`src/rtl/operand_pkg.sv`:
```
// Shared opcode constants, fill-state encoding and opcode classification helpers
// for the operand capture stage.
package operand_pkg;

    localparam logic [6:0] OPC_LOAD  = 7'b0000011;
    localparam logic [6:0] OPC_OPIMM = 7'b0010011;
    localparam logic [6:0] OPC_JALR  = 7'b1100111;
    localparam logic [6:0] OPC_OP    = 7'b0110011;

    typedef enum logic [1:0] {
        ST_EMPTY = 2'd0,
        ST_ONE   = 2'd1,
        ST_TWO   = 2'd2
    } state_t;

    function automatic logic is_itype(input logic [6:0] opc);
        return (opc == OPC_LOAD) || (opc == OPC_OPIMM) || (opc == OPC_JALR);
    endfunction

    function automatic logic is_rtype(input logic [6:0] opc);
        return (opc == OPC_OP);
    endfunction

endpackage

```
`src/rtl/operand_latch_if.sv`:
```
// Decode->execute operand handshake bundle: upstream offer, forwarding bus,
// downstream head entry and flush. slave = the latch, master = its environment.
interface operand_latch_if #(
    parameter int XLEN = 32,
    parameter int NSRC = 2,
    parameter int AW   = 5
);
    logic                   flush;
    logic                   in_valid;
    logic                   in_ready;
    logic [6:0]             in_opcode;
    logic [NSRC*AW-1:0]     in_rs_addr;
    logic [NSRC*XLEN-1:0]   in_rf_data;
    logic [XLEN-1:0]        in_imm;
    logic                   fwd_valid;
    logic [AW-1:0]          fwd_addr;
    logic [XLEN-1:0]        fwd_data;
    logic                   out_valid;
    logic                   out_ready;
    logic [6:0]             out_opcode;
    logic [NSRC*XLEN-1:0]   out_op;
    logic                   out_illegal;

    modport slave (
        input  flush, in_valid, in_opcode, in_rs_addr, in_rf_data, in_imm,
        input  fwd_valid, fwd_addr, fwd_data, out_ready,
        output in_ready, out_valid, out_opcode, out_op, out_illegal
    );

    modport master (
        output flush, in_valid, in_opcode, in_rs_addr, in_rf_data, in_imm,
        output fwd_valid, fwd_addr, fwd_data, out_ready,
        input  in_ready, out_valid, out_opcode, out_op, out_illegal
    );
endinterface

```
`src/rtl/operand_mux.sv`:
```
// Per-channel operand select: immediate (channel 1 on I-type), x0 zero,
// writeback forward, else register-file data. Purely combinational, no backpressure.
module operand_mux
    import operand_pkg::*;
#(
    parameter int XLEN = 32,
    parameter int AW   = 5,
    parameter int CH   = 0
) (
    input  logic            itype_i,
    input  logic [AW-1:0]   addr_i,
    input  logic [XLEN-1:0] rf_i,
    input  logic [XLEN-1:0] imm_i,
    input  logic            fwd_vld_i,
    input  logic [AW-1:0]   fwd_addr_i,
    input  logic [XLEN-1:0] fwd_data_i,
    output logic [XLEN-1:0] op_o
);

    always_comb begin
        op_o = rf_i;
        if (CH == 1 && itype_i) begin
            op_o = imm_i;
        end else if (addr_i == '0) begin
            op_o = '0;
        end else if (fwd_vld_i && (fwd_addr_i == addr_i)) begin
            op_o = fwd_data_i;
        end
    end

endmodule

```
`src/rtl/operand_latch.sv`:
```
// Operand capture stage: selects NSRC operands and holds them in a 2-entry skid buffer.
// Latency 1 cycle accept->out_valid; in_ready registered, low only while both entries full.
// OPERAND_REFRESH_EN: buffered register operands snoop the writeback bus every cycle.
module operand_latch
    import operand_pkg::*;
#(
    parameter int XLEN = 32,
    parameter int NSRC = 2,
    parameter int AW   = 5
) (
    input  logic          clk,
    input  logic          rst,
    operand_latch_if.slave bus
);

    localparam int OPW = NSRC * XLEN;

    state_t           state_q, state_d;
    logic             in_ready_q;
    logic             accept, pop;
    logic             ld0, ld1, shift;

    logic [6:0]       opc_q [2];
    logic [OPW-1:0]   op_q  [2];
    logic             ill_q [2];
    logic [6:0]       opc_d [2];
    logic [OPW-1:0]   op_d  [2];
    logic             ill_d [2];
    logic [OPW-1:0]   op_ref [2];

    logic [OPW-1:0]   cap_op;
    logic             cap_itype;
    logic             cap_ill;

    assign cap_itype = is_itype(bus.in_opcode);
    assign cap_ill   = !(cap_itype || is_rtype(bus.in_opcode));

    for (genvar i = 0; i < NSRC; i++) begin : g_mux
        operand_mux #(
            .XLEN (XLEN),
            .AW   (AW),
            .CH   (i)
        ) u_mux (
            .itype_i    (cap_itype),
            .addr_i     (bus.in_rs_addr[i*AW +: AW]),
            .rf_i       (bus.in_rf_data[i*XLEN +: XLEN]),
            .imm_i      (bus.in_imm),
            .fwd_vld_i  (bus.fwd_valid),
            .fwd_addr_i (bus.fwd_addr),
            .fwd_data_i (bus.fwd_data),
            .op_o       (cap_op[i*XLEN +: XLEN])
        );
    end

    assign accept = bus.in_valid && in_ready_q;
    assign pop    = (state_q != ST_EMPTY) && bus.out_ready;

    // Slot 0 is always the head; slot 1 only ever holds the younger entry.
    always_comb begin
        state_d = state_q;
        ld0     = 1'b0;
        ld1     = 1'b0;
        shift   = 1'b0;
        if (bus.flush) begin
            state_d = ST_EMPTY;
        end else begin
            unique case (state_q)
                ST_EMPTY: begin
                    if (accept) begin
                        state_d = ST_ONE;
                        ld0     = 1'b1;
                    end
                end
                ST_ONE: begin
                    if (accept && pop) begin
                        ld0 = 1'b1;
                    end else if (accept) begin
                        state_d = ST_TWO;
                        ld1     = 1'b1;
                    end else if (pop) begin
                        state_d = ST_EMPTY;
                    end
                end
                ST_TWO: begin
                    if (pop) begin
                        state_d = ST_ONE;
                        shift   = 1'b1;
                    end
                end
                default: state_d = ST_EMPTY;
            endcase
        end
    end

`ifdef OPERAND_REFRESH_EN
    logic [NSRC*AW-1:0] addr_q  [2];
    logic               itype_q [2];

    always_comb begin
        for (int s = 0; s < 2; s++) begin
            op_ref[s] = op_q[s];
            for (int i = 0; i < NSRC; i++) begin
                if (bus.fwd_valid && !(i == 1 && itype_q[s]) &&
                    (addr_q[s][i*AW +: AW] != '0) &&
                    (addr_q[s][i*AW +: AW] == bus.fwd_addr)) begin
                    op_ref[s][i*XLEN +: XLEN] = bus.fwd_data;
                end
            end
        end
    end

    always_ff @(posedge clk or posedge rst) begin
        if (rst) begin
            for (int s = 0; s < 2; s++) begin
                addr_q[s]  <= '0;
                itype_q[s] <= 1'b0;
            end
        end else begin
            if (ld0) begin
                addr_q[0]  <= bus.in_rs_addr;
                itype_q[0] <= cap_itype;
            end else if (shift) begin
                addr_q[0]  <= addr_q[1];
                itype_q[0] <= itype_q[1];
            end
            if (ld1) begin
                addr_q[1]  <= bus.in_rs_addr;
                itype_q[1] <= cap_itype;
            end
        end
    end
`else
    always_comb begin
        for (int s = 0; s < 2; s++) begin
            op_ref[s] = op_q[s];
        end
    end
`endif

    always_comb begin
        for (int s = 0; s < 2; s++) begin
            opc_d[s] = opc_q[s];
            op_d[s]  = op_ref[s];
            ill_d[s] = ill_q[s];
        end
        if (ld0) begin
            opc_d[0] = bus.in_opcode;
            op_d[0]  = cap_op;
            ill_d[0] = cap_ill;
        end else if (shift) begin
            opc_d[0] = opc_q[1];
            op_d[0]  = op_ref[1];
            ill_d[0] = ill_q[1];
        end
        if (ld1) begin
            opc_d[1] = bus.in_opcode;
            op_d[1]  = cap_op;
            ill_d[1] = cap_ill;
        end
    end

    always_ff @(posedge clk or posedge rst) begin
        if (rst) begin
            state_q    <= ST_EMPTY;
            in_ready_q <= 1'b1;
            for (int s = 0; s < 2; s++) begin
                opc_q[s] <= '0;
                op_q[s]  <= '0;
                ill_q[s] <= 1'b0;
            end
        end else begin
            state_q    <= state_d;
            in_ready_q <= (state_d != ST_TWO);
            for (int s = 0; s < 2; s++) begin
                opc_q[s] <= opc_d[s];
                op_q[s]  <= op_d[s];
                ill_q[s] <= ill_d[s];
            end
        end
    end

    assign bus.in_ready    = in_ready_q;
    assign bus.out_valid   = (state_q != ST_EMPTY);
    assign bus.out_opcode  = opc_q[0];
    assign bus.out_op      = op_q[0];
    assign bus.out_illegal = ill_q[0];

endmodule

```
`src/flat_wrapper.sv`:
```
// flat-port wrapper written by rule: the top's interface ports become plain ports
module operand_latch_flat import operand_pkg::*;
#(
    parameter int XLEN = 32,
    parameter int NSRC = 2,
    parameter int AW   = 5
)
  (clk, rst, bus_flush, bus_in_valid, bus_in_opcode, bus_in_rs_addr, bus_in_rf_data, bus_in_imm, bus_fwd_valid, bus_fwd_addr, bus_fwd_data, bus_out_ready, bus_in_ready, bus_out_valid, bus_out_opcode, bus_out_op, bus_out_illegal);
  operand_latch_if #(.XLEN(XLEN), .NSRC(NSRC), .AW(AW)) bus_i ();
  input  logic clk;
  input  logic rst;
  input wire logic [$bits(bus_i.flush)-1:0] bus_flush;
  input wire logic [$bits(bus_i.in_valid)-1:0] bus_in_valid;
  input wire logic [$bits(bus_i.in_opcode)-1:0] bus_in_opcode;
  input wire logic [$bits(bus_i.in_rs_addr)-1:0] bus_in_rs_addr;
  input wire logic [$bits(bus_i.in_rf_data)-1:0] bus_in_rf_data;
  input wire logic [$bits(bus_i.in_imm)-1:0] bus_in_imm;
  input wire logic [$bits(bus_i.fwd_valid)-1:0] bus_fwd_valid;
  input wire logic [$bits(bus_i.fwd_addr)-1:0] bus_fwd_addr;
  input wire logic [$bits(bus_i.fwd_data)-1:0] bus_fwd_data;
  input wire logic [$bits(bus_i.out_ready)-1:0] bus_out_ready;
  output wire logic [$bits(bus_i.in_ready)-1:0] bus_in_ready;
  output wire logic [$bits(bus_i.out_valid)-1:0] bus_out_valid;
  output wire logic [$bits(bus_i.out_opcode)-1:0] bus_out_opcode;
  output wire logic [$bits(bus_i.out_op)-1:0] bus_out_op;
  output wire logic [$bits(bus_i.out_illegal)-1:0] bus_out_illegal;
  assign bus_i.flush = bus_flush;
  assign bus_i.in_valid = bus_in_valid;
  assign bus_i.in_opcode = bus_in_opcode;
  assign bus_i.in_rs_addr = bus_in_rs_addr;
  assign bus_i.in_rf_data = bus_in_rf_data;
  assign bus_i.in_imm = bus_in_imm;
  assign bus_i.fwd_valid = bus_fwd_valid;
  assign bus_i.fwd_addr = bus_fwd_addr;
  assign bus_i.fwd_data = bus_fwd_data;
  assign bus_i.out_ready = bus_out_ready;
  assign bus_in_ready = bus_i.in_ready;
  assign bus_out_valid = bus_i.out_valid;
  assign bus_out_opcode = bus_i.out_opcode;
  assign bus_out_op = bus_i.out_op;
  assign bus_out_illegal = bus_i.out_illegal;
  operand_latch #(.XLEN(XLEN), .NSRC(NSRC), .AW(AW)) u_core (.clk(clk), .rst(rst), .bus(bus_i));
endmodule
```
`config.mk`:
```
export PLATFORM = sky130hd
export DESIGN_NAME = operand_latch_flat
export DESIGN_NICKNAME = d
export VERILOG_FILES = /design/src/rtl/operand_pkg.sv /design/src/rtl/operand_latch_if.sv /design/src/rtl/operand_mux.sv /design/src/rtl/operand_latch.sv /design/src/flat_wrapper.sv
export SDC_FILE = /design/constraint.sdc
export NUM_CORES = 1
export LEC_CHECK = 0
export ABC_CLOCK_PERIOD_IN_PS = 4930
export BUFFER_PORTS_ARGS = -buffer_cell sky130_fd_sc_hd__buf_4
export CAP_MARGIN = 10
export CORE_MARGIN = 2
export CORE_UTILIZATION = 53
export DETAILED_ROUTE_END_ITERATION = 10
export PLACE_DENSITY = 0.81
export SLEW_MARGIN = 40
export SYNTH_ARGS = -nofsm -noshare
export SYNTH_HDL_FRONTEND = slang
export SYNTH_SLANG_ARGS = --single-unit
```
`constraint.sdc`:
```
create_clock -name clk -period 4.93 [get_ports clk]
set_input_delay 0.2465 -clock clk [delete_from_list [all_inputs] [get_ports clk]]
set_output_delay 0.2465 -clock clk [all_outputs]
set_load 0.1 [all_outputs]
```
==> flow_results.xml <==
<?xml version="1.0" encoding="UTF-8"?>
<metrics>
  <group name="status">
    <metric name="status" unit="">completed</metric>
  </group>
  <group name="clock_network">
    <metric name="tritoncts" unit="">done</metric>
    <metric name="cts_buffer_depth" unit="">2</metric>
    <metric name="clk_pin_slew_worst_paths" unit="ns">0.06</metric>
    <metric name="cts_setup_buffers" unit="">0</metric>
    <metric name="cts_root_buf" unit="">clkbuf_16</metric>
    <metric name="cts.sinks" unit="">147</metric>
    <metric name="cts_hold_buffers" unit="">1</metric>
    <metric name="ctsResizeCount" unit="">0</metric>
    <metric name="inserted_clock_buffers" unit="">17</metric>
    <metric name="clock_tree.htree_level_count" unit="">4</metric>
    <metric name="worst_skew_pair.late_latency" unit="ns">0.42</metric>
  </group>
  <group name="setup_path">
    <metric name="worst-setup-path-type" unit="">flip-flop to flip-flop</metric>
    <metric name="worst-endpoint-arrival" unit="ns">3.01</metric>
    <metric name="crit_path_end_kind" unit="">flip-flop</metric>
    <metric name="path_max_fanout" unit="">41</metric>
    <metric name="reg2reg_capture_point" unit="">u_core.op_q[53]$_DFFE_PP0P_</metric>
    <metric name="crit_start" unit="">u_core.bus.in_ready$_DFF_PP1_</metric>
    <metric name="critical_path_required" unit="ns">5.26</metric>
    <metric name="timing.reg2reg.setup_slack" unit="ns">2.25</metric>
    <metric name="reg2reg_depth" unit="">7</metric>
    <metric name="timing.rr.start" unit="">u_core.bus.in_ready$_DFF_PP1_</metric>
    <metric name="worstSetupEndpoint" unit="">u_core.op_q[53]$_DFFE_PP0P_</metric>
    <metric name="critPathLaunchType" unit="">flip-flop</metric>
  </group>
  <group name="global_routing">
    <metric name="grt_first_pass_wirelength" unit="mm">36.5</metric>
    <metric name="first_global_vias" unit="">6701</metric>
    <metric name="global_route.usage.total" unit="%">29.2</metric>
    <metric name="grt_start_max_net_pins" unit="">106</metric>
    <metric name="antenna_found_initial" unit="">0</metric>
    <metric name="grt_overflow" unit="">0</metric>
  </group>
  <group name="logic_synthesis">
    <metric name="post_synth_edffs" unit="">0</metric>
    <metric name="ys_ff_latch" unit="">147</metric>
    <metric name="avgSynthCellArea" unit="um2">9.66</metric>
    <metric name="synth_area" unit="um2">8110</metric>
    <metric name="synth-seq-area-share" unit="%">45.4</metric>
    <metric name="asyncSetResetFlopFracSynth" unit="%">100</metric>
    <metric name="ys_warn_count" unit="">0</metric>
    <metric name="ys_dominant_reg_cell" unit="">dfrtp_1</metric>
    <metric name="synth_cell_types" unit="">46</metric>
    <metric name="synthCells" unit="">840</metric>
    <metric name="mappedNetlistNets" unit="">996</metric>
  </group>
  <group name="drt">
    <metric name="wire_length_on_met1" unit="mm">9.90</metric>
    <metric name="route.met3.wl" unit="mm">2.35</metric>
    <metric name="wl_met2" unit="mm">11.2</metric>
    <metric name="highest_layer" unit="">met4</metric>
    <metric name="detail_route.iter0.violations" unit="">646</metric>
    <metric name="viasPerCell" unit="">5.99</metric>
    <metric name="ant_nets" unit="">0</metric>
    <metric name="detailroute.via_count" unit="">7014</metric>
    <metric name="firstDrtPassIters" unit="">6</metric>
    <metric name="drt-total-wl" unit="mm">24.0</metric>
    <metric name="detail_route.wl_per_cell" unit="um">20.5</metric>
    <metric name="remaining_drc_errors" unit="">0</metric>
  </group>
  <group name="timing">
    <metric name="clock-skew-final" unit="ns">0.00558</metric>
    <metric name="drv_slew" unit="">0</metric>
    <metric name="fmax" unit="MHz">373</metric>
    <metric name="worst_pin_slew" unit="ns">0.805</metric>
    <metric name="finalSetupViolCount" unit="">0</metric>
    <metric name="layout_min_cycle_time" unit="ns">2.68</metric>
    <metric name="slew_headroom" unit="%">46.2</metric>
    <metric name="layout_worst_path_cycle_share" unit="%">54.3</metric>
    <metric name="rsz0062_at_grt" unit="">no</metric>
    <metric name="tns" unit="ns">0</metric>
    <metric name="hold_viol_final" unit="">0</metric>
  </group>
  <group name="place">
    <metric name="globalplace.congestion" unit="">0.837</metric>
    <metric name="placement.cell_area" unit="um2">9300</metric>
    <metric name="numPlacedInstances" unit="">1138</metric>
    <metric name="place.detailed.hpwl" unit="mm">16.5</metric>
    <metric name="port_buffers" unit="">229</metric>
  </group>
  <group name="pwr">
    <metric name="power_switching" unit="mW">1.92</metric>
    <metric name="power.density_cell_area" unit="nW/um2">468</metric>
    <metric name="power_frac_comb" unit="%">36.2</metric>
    <metric name="power.switching_fraction" unit="%">41.4</metric>
    <metric name="clock_power_share" unit="%">27.6</metric>
    <metric name="power.sequential.fraction" unit="%">36.2</metric>
    <metric name="internal_power" unit="mW">2.72</metric>
    <metric name="total_leakage_power" unit="nW">4.49</metric>
    <metric name="irDropWorstVdd" unit="uV">260</metric>
  </group>
  <group name="die">
    <metric name="placeable_core_region" unit="um2">15100</metric>
    <metric name="fp.dieArea" unit="um2">16300</metric>
    <metric name="die_w" unit="um">128</metric>
    <metric name="row_count" unit="">45</metric>
    <metric name="dieHeight" unit="um">128</metric>
    <metric name="ioPinCount" unit="">230</metric>
    <metric name="initial_utilization" unit="%">53.8</metric>
  </group>
  <group name="layout">
    <metric name="most-common-layout-cells" unit="">buf_4, dfrtp_1, mux2i_1</metric>
    <metric name="layoutNonFillerInstCount" unit="">1171</metric>
    <metric name="syn_to_final_growth" unit="%">22.1</metric>
    <metric name="num_antenna_cells" unit="">0</metric>
    <metric name="drive_above_1_share" unit="%">30.9</metric>
    <metric name="most_common_cell_after_layout_fill_and_taps_aside" unit="">buf_4</metric>
    <metric name="fraction_of_the_core_area_covered_by_cells_at_the_end_of_the_flow" unit="%">65.6</metric>
    <metric name="layout.nets" unit="">1126</metric>
    <metric name="postLayoutCellArea" unit="um2">9910</metric>
  </group>
  <group name="hold_path">
    <metric name="holdCritPathClass" unit="">primary input to flip-flop</metric>
  </group>
  <group name="run">
    <metric name="cap_viol_max_count" unit="">0</metric>
  </group>
</metrics>
-- critical path, cell delays in order, from the launching register on --
cell and delay (ns):
dfstp_2 0.53, nand2_1 0.14, nor3_1 0.26, and2_1 0.17, buf_4 0.42, nand2_1 0.49, buf_4 0.38, o22ai_1 0.19
-- sequential cells by signal (all words and copies together) (netlist names) --
| signal | flops |
|---|---|
| u_core.bus.in_ready | 1 |
| u_core.bus.out_illegal | 1 |
| u_core.bus.out_op | 64 |
| u_core.bus.out_opcode | 7 |
| u_core.ill_q | 1 |
| u_core.op_q | 64 |
| u_core.opc_q | 7 |
| u_core.state_q | 2 |
-- stage by stage --
step	worst slack, ns	power, mW	hold slack, ns
CTS	2.30	4.64	0.0294
global route	2.13	4.82	0.0558
finish	2.25	4.64	0.0399
floorplan	0.734	3.08	0.312
global placement	2.38	3.34	0.458
detailed placement	2.32	3.37	0.440
-- cell families (layout without fill, tap and decap cells) --
family	after synthesis	in the layout	share of synthesized area [%]
compound gates	225	225	17.1
simple gates	231	231	13.5
buf+inv	134	277	11.0
mux	92	92	11.4
xor+xnor	11	11	1.65
flops	147	147	45.4
-- worst min path at each step --
stage                                start                     endpoint  slack (ns)  depth (start not counted)
2_1_floorplan                    bus_flush  u_core.state_q[0]$_DFF_PP0_        0.31                          1
3_3_place_gp   u_core.opc_q[1]$_DFFE_PP0P_  u_core.opc_q[1]$_DFFE_PP0P_        0.46                          2
3_5_place_dp                           rst  u_core.op_q[20]$_DFFE_PP0P_        0.44                          2
4_1_cts                   bus_in_opcode[3]  u_core.opc_q[3]$_DFFE_PP0P_        0.03                          3
5_1_grt                   bus_in_opcode[3]  u_core.opc_q[3]$_DFFE_PP0P_        0.06                          3
6_report                  bus_in_opcode[3]  u_core.opc_q[3]$_DFFE_PP0P_        0.04                          3
-- power groups by stage --
stage / Combinational (mW) / Sequential, mW / Clock [mW]
3_5_place_dp: 1.68 / 1.69 / 0
3_3_place_gp: 1.65 / 1.68 / 0
4_1_cts: 1.68 / 1.67 / 1.29
5_1_grt: 1.77 / 1.71 / 1.34
2_1_floorplan: 1.43 / 1.65 / 0
6_report: 1.68 / 1.68 / 1.28
-- Yosys cell counts (19+ instances only) --
cell type,n,area [um2]
nand2_1,75,282
buf_2,21,105
nor2_1,72,270
nand3_1,32,160
a21oi_1,44,220
o22ai_1,65,407
dfrtp_1,146,3650
mux2i_1,92,921
o21ai_0,19,95.1
clkbuf_1,23,86.3
o21ai_1,43,215
buf_4,74,556
-- final cells by class --
class | count | area [um2]
Fill cell | 1241 | 5180
Sequential cell | 147 | 3680
Multi-Input combinational cell | 559 | 3570
Timing Repair Buffer | 242 | 1820
Clock buffer | 20 | 457
Tap cell | 188 | 235
Clock inverter | 12 | 130
Inverter | 3 | 18.8
-- routing by layer --
layer	global-route usage [%]	vias up
met5	0	-
met1	39.9	3385
met2	45.9	397
met4	9.76	0
met3	7.05	37
li1	-	3195
Note: power is estimated with default switching activity, not from simulation.
